`config.mk`:
```
export PLATFORM = sky130hd
export DESIGN_NAME = load_scoreboard_hazard_unit_flat
export DESIGN_NICKNAME = d
export VERILOG_FILES = /design/src/rtl/load_scoreboard_hazard_unit_pkg.sv /design/src/rtl/load_scoreboard_hazard_unit_if.sv /design/src/rtl/load_scoreboard_hazard_unit_tag_fifo.sv /design/src/rtl/load_scoreboard_hazard_unit.sv /design/src/flat_wrapper.sv
export SDC_FILE = /design/constraint.sdc
export NUM_CORES = 1
export LEC_CHECK = 0
export CORE_MARGIN = 2
export CORE_UTILIZATION = 48
export CTS_CLUSTER_DIAMETER = 50
export DETAILED_ROUTE_END_ITERATION = 16
export GPL_TIMING_DRIVEN = 0
export PLACE_DENSITY = 0.75
export RECOVER_POWER = 100
export SYNTH_ARGS = -nofsm -noshare
export SYNTH_HDL_FRONTEND = slang
export SYNTH_SLANG_ARGS = --single-unit
```
`constraint.sdc`:
```
create_clock -name clock -period 3.68 [get_ports clock]
set_input_delay 0.736 -clock clock [delete_from_list [all_inputs] [get_ports clock]]
set_output_delay 0.736 -clock clock [all_outputs]
set_load 0.02 [all_outputs]
```
`src/rtl/load_scoreboard_hazard_unit_pkg.sv`:
```
// riscv_hazard_pkg: forwarding-select encodings and sizing helper shared by the hazard unit
package riscv_hazard_pkg;
  localparam logic [1:0] FWD_RF    = 2'd0;
  localparam logic [1:0] FWD_EXMEM = 2'd1;
  localparam logic [1:0] FWD_MEMWB = 2'd2;
  localparam logic [1:0] FWD_RSVD  = 2'd3;
  function automatic int clog2(input int v);
    int r;
    r = 0;
    for (int i = 0; i < 31; i++) if ((1 << i) < v) r = i + 1;
    return r;
  endfunction
endpackage

```
`src/rtl/load_scoreboard_hazard_unit_if.sv`:
```
// load_scoreboard_hazard_unit_if: pipeline-side view of the hazard unit (core drives master, unit is slave)
interface load_scoreboard_hazard_unit_if
  import riscv_hazard_pkg::*;
#(
  parameter int REG_BITS    = 5,
  parameter int MAX_PENDING = 4,
  parameter int CNT_WIDTH   = 32
);
  logic [REG_BITS-1:0] id_rs1, id_rs2, id_rd, ex_rs1, ex_rs2, ex_rd, mem_rd, wb_rd;
  logic id_uses_rs1, id_uses_rs2, id_regWrite, id_memRead;
  logic ex_regWrite, ex_memRead, mem_regWrite, mem_memRead, wb_regWrite;
  logic load_issue, load_done, branch_taken, report;
  logic stall, flush_ifid, flush_idex;
  logic [1:0] fwd_a_sel, fwd_b_sel;
  logic [REG_BITS-1:0] load_done_rd;
  logic [clog2(MAX_PENDING):0] pending_count;
  logic overflow_err, underflow_err;
  logic [CNT_WIDTH-1:0] stall_cycles, flush_cycles;
  modport master (
    output id_rs1, id_rs2, id_rd, ex_rs1, ex_rs2, ex_rd, mem_rd, wb_rd,
           id_uses_rs1, id_uses_rs2, id_regWrite, id_memRead,
           ex_regWrite, ex_memRead, mem_regWrite, mem_memRead, wb_regWrite,
           load_issue, load_done, branch_taken, report,
    input  stall, flush_ifid, flush_idex, fwd_a_sel, fwd_b_sel, load_done_rd,
           pending_count, overflow_err, underflow_err, stall_cycles, flush_cycles
  );
  modport slave (
    input  id_rs1, id_rs2, id_rd, ex_rs1, ex_rs2, ex_rd, mem_rd, wb_rd,
           id_uses_rs1, id_uses_rs2, id_regWrite, id_memRead,
           ex_regWrite, ex_memRead, mem_regWrite, mem_memRead, wb_regWrite,
           load_issue, load_done, branch_taken, report,
    output stall, flush_ifid, flush_idex, fwd_a_sel, fwd_b_sel, load_done_rd,
           pending_count, overflow_err, underflow_err, stall_cycles, flush_cycles
  );
endinterface

```
`src/rtl/load_scoreboard_hazard_unit_tag_fifo.sv`:
```
// tag_fifo: in-order destination-tag FIFO with a per-value content-match vector over valid entries
module tag_fifo
  import riscv_hazard_pkg::*;
#(
  parameter int WIDTH = 5,
  parameter int DEPTH = 4
) (
  input  logic                     clock,
  input  logic                     reset,
  input  logic                     push,
  input  logic                     pop,
  input  logic [WIDTH-1:0]         din,
  output logic [WIDTH-1:0]         head,
  output logic                     full,
  output logic                     empty,
  output logic [clog2(DEPTH):0]    count,
  output logic [2**WIDTH-1:0]      match
);
  localparam int AW = clog2(DEPTH);
  logic [WIDTH-1:0] mem [DEPTH];
  logic [DEPTH-1:0] valid;
  logic [AW-1:0] wr_ptr, rd_ptr;
  logic do_push, do_pop;
  assign empty = count == '0;
  assign full = count == (AW+1)'(DEPTH);
  assign do_pop = pop & ~empty;
  assign do_push = push & (~full | do_pop);
  assign head = mem[rd_ptr];
  // pointers, occupancy and valid flags; a same-cycle pop and push on one slot leaves it valid
  always_ff @(posedge clock or negedge reset) begin
    if (!reset) begin
      wr_ptr <= '0;
      rd_ptr <= '0;
      count <= '0;
      valid <= '0;
    end else begin
      if (do_pop) begin
        rd_ptr <= rd_ptr + 1'b1;
        valid[rd_ptr] <= 1'b0;
      end
      if (do_push) begin
        wr_ptr <= wr_ptr + 1'b1;
        valid[wr_ptr] <= 1'b1;
      end
      count <= count + (AW+1)'(do_push) - (AW+1)'(do_pop);
    end
  end
  // tag storage needs no reset because valid masks every read
  always_ff @(posedge clock) begin
    if (do_push) mem[wr_ptr] <= din;
  end
  // decode every valid entry into a one-hot-per-register pending vector
  always_comb begin
    match = '0;
    for (int i = 0; i < DEPTH; i++) if (valid[i]) match[mem[i]] = 1'b1;
  end
endmodule

```
`src/rtl/load_scoreboard_hazard_unit.sv`:
```
// load_scoreboard_hazard_unit: load scoreboard, ID stall, EX forwarding, flushes and perf counters
module load_scoreboard_hazard_unit
  import riscv_hazard_pkg::*;
#(
  parameter int CORE        = 0,
  parameter int REG_BITS    = 5,
  parameter int MAX_PENDING = 4,
  parameter int CNT_WIDTH   = 32
) (
  input logic clock,
  input logic reset,
  load_scoreboard_hazard_unit_if.slave bus
);
  localparam int PW = clog2(MAX_PENDING) + 1;
  logic [2**REG_BITS-1:0] match, busy;
  logic [REG_BITS-1:0] head;
  logic full, empty, raw1, raw2, waw, cap, stall;
  logic [PW-1:0] count;
  logic [PW:0] inflight;
  function automatic logic [1:0] fwd(input logic [REG_BITS-1:0] rs, input logic mw, input logic mr,
                                     input logic [REG_BITS-1:0] md, input logic ww,
                                     input logic [REG_BITS-1:0] wd);
    return (rs == '0) ? FWD_RF : (mw & ~mr & md == rs) ? FWD_EXMEM : (ww & wd == rs) ? FWD_MEMWB : FWD_RF;
  endfunction
  tag_fifo #(.WIDTH(REG_BITS), .DEPTH(MAX_PENDING)) u_fifo (
    .clock(clock), .reset(reset), .push(bus.load_issue), .pop(bus.load_done), .din(bus.mem_rd),
    .head(head), .full(full), .empty(empty), .count(count), .match(match)
  );
  // a register is busy while a load to it is queued, sitting in EX, or sitting in MEM; x0 never is
  always_comb begin
    busy = match;
    if (bus.ex_memRead) busy[bus.ex_rd] = 1'b1;
    if (bus.mem_memRead) busy[bus.mem_rd] = 1'b1;
    busy[0] = 1'b0;
  end
  assign raw1 = bus.id_uses_rs1 & busy[bus.id_rs1];
  assign raw2 = bus.id_uses_rs2 & busy[bus.id_rs2];
  assign waw = bus.id_regWrite & busy[bus.id_rd];
  assign inflight = {1'b0, count} + (PW+1)'(bus.ex_memRead) + (PW+1)'(bus.mem_memRead);
  assign cap = bus.id_memRead & (inflight >= (PW+1)'(MAX_PENDING));
  assign stall = (raw1 | raw2 | waw | cap) & ~bus.branch_taken;
  assign bus.stall = stall;
  assign bus.flush_ifid = bus.branch_taken;
  assign bus.flush_idex = bus.branch_taken | stall;
  assign bus.fwd_a_sel = fwd(bus.ex_rs1, bus.mem_regWrite, bus.mem_memRead, bus.mem_rd, bus.wb_regWrite, bus.wb_rd);
  assign bus.fwd_b_sel = fwd(bus.ex_rs2, bus.mem_regWrite, bus.mem_memRead, bus.mem_rd, bus.wb_regWrite, bus.wb_rd);
  assign bus.load_done_rd = empty ? '0 : head;
  assign bus.pending_count = count;
  // sticky protocol errors and saturating stall/flush counters
  always_ff @(posedge clock or negedge reset) begin
    if (!reset) begin
      bus.overflow_err <= 1'b0;
      bus.underflow_err <= 1'b0;
      bus.stall_cycles <= '0;
      bus.flush_cycles <= '0;
    end else begin
      if (bus.load_issue & full & ~bus.load_done) bus.overflow_err <= 1'b1;
      if (bus.load_done & empty) bus.underflow_err <= 1'b1;
      if (stall & ~&bus.stall_cycles) bus.stall_cycles <= bus.stall_cycles + 1'b1;
      if (bus.branch_taken & ~&bus.flush_cycles) bus.flush_cycles <= bus.flush_cycles + 1'b1;
    end
  end
`ifndef SYNTHESIS
  // performance report for simulation logs
  always @(posedge clock) begin
    if (reset && bus.report)
      $display("core %0d: stall_cycles=%0d flush_cycles=%0d pending=%0d",
               CORE, bus.stall_cycles, bus.flush_cycles, bus.pending_count);
  end
`endif
endmodule
```
`src/flat_wrapper.sv`:
```
// flat-port wrapper written by rule: the top's interface ports become plain ports
module load_scoreboard_hazard_unit_flat import riscv_hazard_pkg::*;
#(
  parameter int CORE        = 0,
  parameter int REG_BITS    = 5,
  parameter int MAX_PENDING = 4,
  parameter int CNT_WIDTH   = 32
)
  (clock, reset, bus_id_rs1, bus_id_rs2, bus_id_rd, bus_ex_rs1, bus_ex_rs2, bus_ex_rd, bus_mem_rd, bus_wb_rd, bus_id_uses_rs1, bus_id_uses_rs2, bus_id_regWrite, bus_id_memRead, bus_ex_regWrite, bus_ex_memRead, bus_mem_regWrite, bus_mem_memRead, bus_wb_regWrite, bus_load_issue, bus_load_done, bus_branch_taken, bus_report, bus_stall, bus_flush_ifid, bus_flush_idex, bus_fwd_a_sel, bus_fwd_b_sel, bus_load_done_rd, bus_pending_count, bus_overflow_err, bus_underflow_err, bus_stall_cycles, bus_flush_cycles);
  load_scoreboard_hazard_unit_if #(.REG_BITS(REG_BITS), .MAX_PENDING(MAX_PENDING), .CNT_WIDTH(CNT_WIDTH)) bus_i ();
  input logic clock;
  input logic reset;
  input wire logic [$bits(bus_i.id_rs1)-1:0] bus_id_rs1;
  input wire logic [$bits(bus_i.id_rs2)-1:0] bus_id_rs2;
  input wire logic [$bits(bus_i.id_rd)-1:0] bus_id_rd;
  input wire logic [$bits(bus_i.ex_rs1)-1:0] bus_ex_rs1;
  input wire logic [$bits(bus_i.ex_rs2)-1:0] bus_ex_rs2;
  input wire logic [$bits(bus_i.ex_rd)-1:0] bus_ex_rd;
  input wire logic [$bits(bus_i.mem_rd)-1:0] bus_mem_rd;
  input wire logic [$bits(bus_i.wb_rd)-1:0] bus_wb_rd;
  input wire logic [$bits(bus_i.id_uses_rs1)-1:0] bus_id_uses_rs1;
  input wire logic [$bits(bus_i.id_uses_rs2)-1:0] bus_id_uses_rs2;
  input wire logic [$bits(bus_i.id_regWrite)-1:0] bus_id_regWrite;
  input wire logic [$bits(bus_i.id_memRead)-1:0] bus_id_memRead;
  input wire logic [$bits(bus_i.ex_regWrite)-1:0] bus_ex_regWrite;
  input wire logic [$bits(bus_i.ex_memRead)-1:0] bus_ex_memRead;
  input wire logic [$bits(bus_i.mem_regWrite)-1:0] bus_mem_regWrite;
  input wire logic [$bits(bus_i.mem_memRead)-1:0] bus_mem_memRead;
  input wire logic [$bits(bus_i.wb_regWrite)-1:0] bus_wb_regWrite;
  input wire logic [$bits(bus_i.load_issue)-1:0] bus_load_issue;
  input wire logic [$bits(bus_i.load_done)-1:0] bus_load_done;
  input wire logic [$bits(bus_i.branch_taken)-1:0] bus_branch_taken;
  input wire logic [$bits(bus_i.report)-1:0] bus_report;
  output wire logic [$bits(bus_i.stall)-1:0] bus_stall;
  output wire logic [$bits(bus_i.flush_ifid)-1:0] bus_flush_ifid;
  output wire logic [$bits(bus_i.flush_idex)-1:0] bus_flush_idex;
  output wire logic [$bits(bus_i.fwd_a_sel)-1:0] bus_fwd_a_sel;
  output wire logic [$bits(bus_i.fwd_b_sel)-1:0] bus_fwd_b_sel;
  output wire logic [$bits(bus_i.load_done_rd)-1:0] bus_load_done_rd;
  output wire logic [$bits(bus_i.pending_count)-1:0] bus_pending_count;
  output wire logic [$bits(bus_i.overflow_err)-1:0] bus_overflow_err;
  output wire logic [$bits(bus_i.underflow_err)-1:0] bus_underflow_err;
  output wire logic [$bits(bus_i.stall_cycles)-1:0] bus_stall_cycles;
  output wire logic [$bits(bus_i.flush_cycles)-1:0] bus_flush_cycles;
  assign bus_i.id_rs1 = bus_id_rs1;
  assign bus_i.id_rs2 = bus_id_rs2;
  assign bus_i.id_rd = bus_id_rd;
  assign bus_i.ex_rs1 = bus_ex_rs1;
  assign bus_i.ex_rs2 = bus_ex_rs2;
  assign bus_i.ex_rd = bus_ex_rd;
  assign bus_i.mem_rd = bus_mem_rd;
  assign bus_i.wb_rd = bus_wb_rd;
  assign bus_i.id_uses_rs1 = bus_id_uses_rs1;
  assign bus_i.id_uses_rs2 = bus_id_uses_rs2;
  assign bus_i.id_regWrite = bus_id_regWrite;
  assign bus_i.id_memRead = bus_id_memRead;
  assign bus_i.ex_regWrite = bus_ex_regWrite;
  assign bus_i.ex_memRead = bus_ex_memRead;
  assign bus_i.mem_regWrite = bus_mem_regWrite;
  assign bus_i.mem_memRead = bus_mem_memRead;
  assign bus_i.wb_regWrite = bus_wb_regWrite;
  assign bus_i.load_issue = bus_load_issue;
  assign bus_i.load_done = bus_load_done;
  assign bus_i.branch_taken = bus_branch_taken;
  assign bus_i.report = bus_report;
  assign bus_stall = bus_i.stall;
  assign bus_flush_ifid = bus_i.flush_ifid;
  assign bus_flush_idex = bus_i.flush_idex;
  assign bus_fwd_a_sel = bus_i.fwd_a_sel;
  assign bus_fwd_b_sel = bus_i.fwd_b_sel;
  assign bus_load_done_rd = bus_i.load_done_rd;
  assign bus_pending_count = bus_i.pending_count;
  assign bus_overflow_err = bus_i.overflow_err;
  assign bus_underflow_err = bus_i.underflow_err;
  assign bus_stall_cycles = bus_i.stall_cycles;
  assign bus_flush_cycles = bus_i.flush_cycles;
  load_scoreboard_hazard_unit #(.CORE(CORE), .REG_BITS(REG_BITS), .MAX_PENDING(MAX_PENDING), .CNT_WIDTH(CNT_WIDTH)) u_core (.clock(clock), .reset(reset), .bus(bus_i));
endmodule
```
==> results.md, run 1 <==
- DR WL met3: 2850 um
- Clock-pin slew on the worst setup and hold paths: 0.07 ns
- Ys async rst share: 0.794
- Worst Max-Slew Pin Slew: 1.61 ns
- Initial antenna violation count: 1
- Core Region: 14600 um^2
- Pre-CTS setup slack: -1.61 ns
- 1st-iter DRT viols: 958
- Cell Int Power: 0.00272 W
- Hold crit path type: input port to asynchronous set/reset pin
- Maximum vdd drop: 298 uV
- Diode count: 0
- Hold slack: 0.379 ns
- Clock Skew: 0.0107 ns
- Min cycle time layout: 3.95 ns
- RD Place Congestion: 1.01
- Post-cts hold buffer count: 0
- TritonCTS Buffers: 9
- Global route overflow: 0
- Critical Setup Path Class: register to output pin
- Combinational share of power: 0.444
- Hpwl dp: 17200 um
- Die Area: 15900 um^2
- Worst setup EP type: output pin
- CP startpoint kind: register
- R2R Setup Slk: 0.25 ns
- RSZ-0062 raised after global routing: true
- CTS Sinks: 97
- Relative slew margins: -0.0703
- Routed WL: 25300 um
- Area of the multi-input gates: 4920 um^2
- Routed via count: 7588
- Sw Ratio: 0.393
- Post-DP Area: 8730 um^2
- Wire length on met1: 10400 um
- ANT nets after route: 0
- Share of layout cells above drive strength 1: 0.232
- Worst Path Arrival: 3.21 ns
- Design Area, Final: 9930 um^2
- Clk root buf: clkbuf_16
- CP Data Required Time: 2.94 ns
- Post-Syn Area: 7170 um^2
- Final period util: 1.07
- Number of synthesized flops with an enable pin: 20
- Die Ht: 126 um
- Clock tree buffer depth: 2
- WL per Instance: 22.3 um
- Outcome: complete, but fails checks
- H-tree depth: 3
- Syn Nets: 838
- Max-slew violation count: 67
- Die X: 126 um
- Flop pwr share: 0.339
- Synth Instances: 768
- Uppermost layer routed: met5
- Largest net degree at the start of global routing: 67
- Final core utilization: 0.681
- Top_reg_cell synth: dfrtp_1
- Nets: 1015
- Sequential cell area: 2530 um^2
- Failing checks: capacitance limit, slew limit, setup timing
- Syn-to-layout area delta: 38.5%
- Final setup violation count: 2
- First drt pass iteration count: 9
- DRC: 0
- Clock power share: 0.217
- Power Density: 450 nW/um^2
- Static Leak: 3.97 nW
- Max Freq: 0.253 GHz
- IO Pins: 136
- #FFs+latches synth: 97
- First-pass GRT wire length: 39200 um
- Starting Density: 0.492
- Rows: 44
- Buffers on Ports: 130
- GR Util All Layers: 0.310
- Synth top cells by count: 89 x o22ai_1, 77 x dfrtp_1, 57 x xnor2_1
- Post-synth cell types: 65
- Switching power: 0.00176 W
- Min setup slack post-route: -0.266 ns
- TritonCTS clock tree: yes
- Yosys top cell area share: 0.269
- Yosys Warn Count: 0
- Clk_lat worst skew: 0.35 ns
- Syn Area/Cell: 9.34 um^2
- Total length of routed met2 wires: 10900 um
- Area leader, netlist: dfrtp_1
- MaxCap Viol Count: 1
- Most frequent cell after synthesis: o22ai_1
- Vias in the first global route: 7123
- Crit Path Max Fanout: 5
- Seq/Total Area, Yosys: 0.352
- Routed vias/inst: 6.69
- # fillers: 1100
- Top post-synthesis cells by area: dfrtp_1 27%, edfxtp_1 8.4%, o22ai_1 7.8%
- Total Neg Setup Slack: -0.386 ns
- Hold Vio Cnt, Final: 0
power by group through the flow:
stage,clock [W],sequential (W),combinational (W)
CTS,0.000991,0.00151,0.00191
finish,0.000970,0.00152,0.00199
global placement,0,0.00152,0.00176
floorplan,0,0.00159,0.000988
global route,0.00104,0.00154,0.00212
detailed placement,0,0.00153,0.00177
sequential cells by signal (all words and copies together), names as in the netlist:
register and count:
u_core.bus.flush_cycles 32, u_core.bus.stall_cycles 32, u_core.u_fifo.mem 20, u_core.u_fifo.valid 4
u_core.u_fifo.count 3, u_core.u_fifo.rd_ptr 2, u_core.u_fifo.wr_ptr 2, u_core.bus.overflow_err 1
u_core.bus.underflow_err 1
cell families after synthesis:
family,after synthesis,synth area share
muxes,20,0.0412
xor gates and xnor gates,83,0.101
AOI/OAI and AO/OA,156,0.160
and+or+nand+nor,330,0.276
adders and majority gates,15,0.0272
buffers and inverters,67,0.0417
DFF,97,0.352
cell usage in the layout (no fill, tap or decap), drive strengths merged, types with 14 or more instances in the layout:
| cell | n |
|---|---|
| o22ai | 94 |
| dfrtp | 77 |
| buf | 76 |
| dlygate4sd3 | 73 |
| xnor2 | 57 |
| nand2 | 56 |
| clkdlybuf4s50 | 42 |
| nand4 | 35 |
| nor3 | 32 |
| nand3 | 31 |
| nor2 | 31 |
| xor2 | 26 |
| clkbuf | 25 |
| inv | 23 |
| and3 | 21 |
| nor4 | 21 |
| edfxtp | 20 |
| nand4b | 19 |
| ha | 14 |
metal layers:
| metal | GRT usage | vias up |
|---|---|---|
| met5 | 0 | - |
| met1 | 0.433 | 3608 |
| met2 | 0.447 | 534 |
| li1 | - | 3314 |
| met3 | 0.0905 | 130 |
| met4 | 0.136 | 2 |
cell type report:
| type | count | area share |
|---|---|---|
| plain buffers | 29 | 0.0183 |
| well taps | 184 | 0.0232 |
| clock inverters | 7 | 0.00844 |
| inverters | 22 | 0.00932 |
| repair buffers | 182 | 0.168 |
| flip-flops and latches | 97 | 0.254 |
| clock buffers | 9 | 0.0227 |
| multi-input cells | 604 | 0.495 |
path summary, 6_finish.rpt:
check | start | to | cells after the start
worst max-delay path | u_core.u_fifo.mem[0][1] | bus_stall | 10
worst min-delay path | reset | u_core.bus.flush_cycles[20] | 1
worst max register to register | u_core.u_fifo.mem[0][1] | u_core.bus.stall_cycles[4] | 12
worst min register to register | u_core.bus.overflow_err | u_core.bus.overflow_err | 1
max in group asynchronous | reset | u_core.bus.stall_cycles[14] | 2
min in group clock | u_core.bus.overflow_err | u_core.bus.overflow_err | 1
worst max-delay path: stages (launching register included):
cell and delay [ns]:
edfxtp_1 0.46, buf_4 0.20, nand4b_1 0.31, o22ai_2 0.35, nor3_2 0.05, mux4_2 0.49
o211ai_1 0.32, nand4_4 0.17, a31oi_4 0.25, buf_6 0.14, buf_6 0.11
what timing repair did:
item,CTS,global route
setup buffers,33,16
endpoints found under the setup margin,34,2
endpoints found under the hold margin,0,0
pin swaps,36,22
resized for setup,140,49
gates cloned,2,0
stage by stage:
stage          instances  total power (W)
2_1_floorplan        768          0.00258
3_3_place_gp        1082          0.00328
3_5_place_dp        1083          0.00330
4_1_cts             1118          0.00441
5_1_grt             1134          0.00470
6_report            1134          0.00447
(Power assumes the default switching activity.)
==> run 2: changes to the inputs <==
- CTS_CLUSTER_SIZE: not set -> 10
==> results of run 2 <==
The final DEF is identical to that of run 1; final timing and power are the same.
==> run 3: changes to the inputs <==
- CORE_UTILIZATION: 48 -> 49
- PLACE_DENSITY: 0.75 -> 0.76
- SYNTH_HIERARCHICAL: not set -> 1
==> run 3 against run 2 <==
  * Critical path type unchanged
  * Critical path depth increased by 4
  * Die area increased by 3.2%
  * Via count decreased by 0.76%
  * The flow still finishes with violations (capacitance limit, slew limit, setup timing)
  * Sequential share of layout area fell by 0.94 points
  * Synthesized area is 5.5% higher
  * Largest cell class unchanged
==> results.md, run 3 <==
- Outcome: complete, but fails checks
- Failing checks: capacitance limit, slew limit, setup timing
- Worst Max-Slew Pin Slew: 1.56 ns
- Clock Skew: 0.0100 ns
- Cell Int Power: 0.00283 W
- First-pass GRT wire length: 37400 um
- WL per Instance: 20.9 um
- Worst Path Arrival: 3.56 ns
- 1st-iter DRT viols: 787
- CTS Sinks: 97
- M3 GR Usage: 0.0351
- Nets: 1046
- Static Leak: 4.22 nW
- Buffers on Ports: 130
- Design Area, Final: 10300 um^2
- Clk root buf: clkbuf_16
- Relative slew margins: -0.0405
- Min setup slack post-route: -0.614 ns
- Syn Nets: 859
- RSZ-0062 raised after global routing: true
- Rows: 45
- Die Ht: 128 um
- H-tree depth: 3
- IO Pins: 136
- First drt pass iteration count: 6
- Syn-to-layout area delta: 36.4%
- Worst setup path start: u_core/u_fifo/mem[3][4]
- CP Data Required Time: 2.94 ns
- Global route overflow: 0
- Most frequent cells in the layout: 81 x dlygate4sd3_1, 76 x dfrtp_1, 64 x nand2_1
- Routed via count: 7530
- ANT nets after route: 0
- Hpwl dp: 17500 um
- TritonCTS clock tree: yes
- Clock power share: 0.210
- Core Region: 15100 um^2
- DRC: 0
- Starting Density: 0.499
- Worst hold start: u_core/bus.underflow_err
- Syn Area/Cell: 9.57 um^2
- Critical Setup Path Class: register to output pin
- Yosys Warn Count: 6
- Met2 Resource Use GR: 0.461
- Total Neg Setup Slack: -1.11 ns
- Final core utilization: 0.681
- RD Place Congestion: 0.943
- GRT met1 Usage: 0.408
- Die X: 128 um
- Post-Syn Area: 7560 um^2
- Vias in the first global route: 6952
- GR Util All Layers: 0.290
- Top Usage Layer GRT: met2
- CP most frequent cell: buf_6
- R2R depth: 17
- Hold crit path type: register to register
- Final period util: 1.17
- Largest net degree at the start of global routing: 50
- Clock-pin slew on the worst setup and hold paths: 0.07 ns
- Sw Ratio: 0.401
- MaxCap Viol Count: 1
- Max Freq: 0.233 GHz
- Share of layout cells above drive strength 1: 0.198
- Slowest Stage Delay on Critical Path: 0.52 ns
- Flop pwr share: 0.341
- Clk_lat worst skew: 0.35 ns
- Clock tree buffer depth: 2
- Max-slew violation count: 30
- Power Density: 458 nW/um^2
- Maximum vdd drop: 376 uV
- Commonest non-fill, non-tap cell in the layout: dlygate4sd3_1
- Hold Crit Depth: 1
- RR Startpoint: u_core/u_fifo/mem[1][0]
- Critical path, cell by cell: buf_6, nand4b_1, o22ai_2, a221o_1, a221o_1, mux2_2, mux4_2, nor3_2, nor3_2, buf_4, o31ai_4, buf_6, inv_4, buf_6
- # fillers: 1161
- Largest regs: u_core/bus.flush_cycles x32, u_core/bus.stall_cycles x32, u_core/u_fifo/mem x20
- Switching power: 0.00190 W
- TritonCTS Buffers: 9
- Routed WL: 24500 um
- Final setup violation count: 3
- Hold Vio Cnt, Final: 0
- Crit Path Max Fanout: 6
- Initial antenna violation count: 0
- CP startpoint kind: register
- Slowest stage cell, crit path: mux4_2
- Worst setup EP type: output pin
- Die Area: 16400 um^2
- Min cycle time layout: 4.29 ns
- Routed vias/inst: 6.44
- Post-DP Area: 9160 um^2
- Diode count: 0
- Synth Instances: 790
- Combinational share of power: 0.449
-- run 3: cell types whose count changed in the layout (fill, tap and decap cells not counted), moves of 12 or more --
cell and change:
a22oi_1 +13, nor2_1 +18, nor2b_1 +15, o22ai_1 -52, xor2_1 +21, xnor2_1 -22, o22ai_2 -27, o221ai_1 +13
a221o_1 +18, nand4b_1 -14, a221oi_2 +12, nand4_1 -18
-- run 3: final timing paths --
check | end | slack (ns)
worst min register to register | u_core/bus.underflow_err | 0.46
worst max register to register | u_core/bus.stall_cycles[5] | -0.02
worst min-delay path | u_core/bus.underflow_err | 0.46
worst max-delay path | bus_stall | -0.61
min in group asynchronous | u_core/bus.stall_cycles[0] | 0.76
max in group asynchronous | u_core/u_fifo/valid[1] | 0.86
-- run 3: power groups by stage --
stage	sequential (W)	clock (W)	combinational [W]
3_5_place_dp	0.00164	0	0.00190
6_report	0.00161	0.000994	0.00212
5_1_grt	0.00165	0.00104	0.00228
4_1_cts	0.00161	0.00101	0.00204
3_3_place_gp	0.00164	0	0.00187
2_1_floorplan	0.00170	0	0.00105
-- run 3: final cells by class --
cell class,count,area (um^2),share of cell area
multi-input cells,629,5240,0.508
repair buffers,178,1670,0.162
clock buffers,9,225,0.0218
inverters,28,108,0.0104
well taps,188,235,0.0228
flip-flops and latches,97,2530,0.245
clock inverters,7,95.1,0.00922
plain buffers,34,218,0.0211
-- run 3: metrics by stage --
step | hold WS (ns) | instances | worst slack (ns) | total power, W
after floorplan | 0.440 | 790 | 0.0143 | 0.00276
after global placement | 0.439 | 1108 | -1.60 | 0.00351
after detailed placement | 0.447 | 1109 | -1.60 | 0.00355
after CTS | 0.317 | 1152 | -0.510 | 0.00466
after global routing | 0.475 | 1170 | -0.663 | 0.00497
final | 0.455 | 1170 | -0.614 | 0.00473
-- run 3: metal layers --
| layer | wire [um] | part of all wire |
|---|---|---|
| met3 | 1810 | 0.074 |
| met2 | 11500 | 0.47 |
| met1 | 10500 | 0.43 |
| met4 | 775 | 0.032 |
| met5 | 0 | 0 |
-- run 3: timing repair --
| action | 4_1_cts | 5_1_grt |
|---|---|---|
| setup buffers | 28 | 21 |
| pin swaps | 12 | 23 |
| resized for setup | 80 | 58 |
| endpoints found under the setup margin | 34 | 31 |
| hold buffers | 0 | 0 |
| gates cloned | 0 | 0 |
-- run 3: critical path, delay by kind of cell (launching register included) --
family / cells / cell delay, ns
compound gates: 4 / 0.91
mux: 2 / 0.79
buf+inv: 5 / 0.63
flops: 1 / 0.47
simple gates: 3 / 0.42
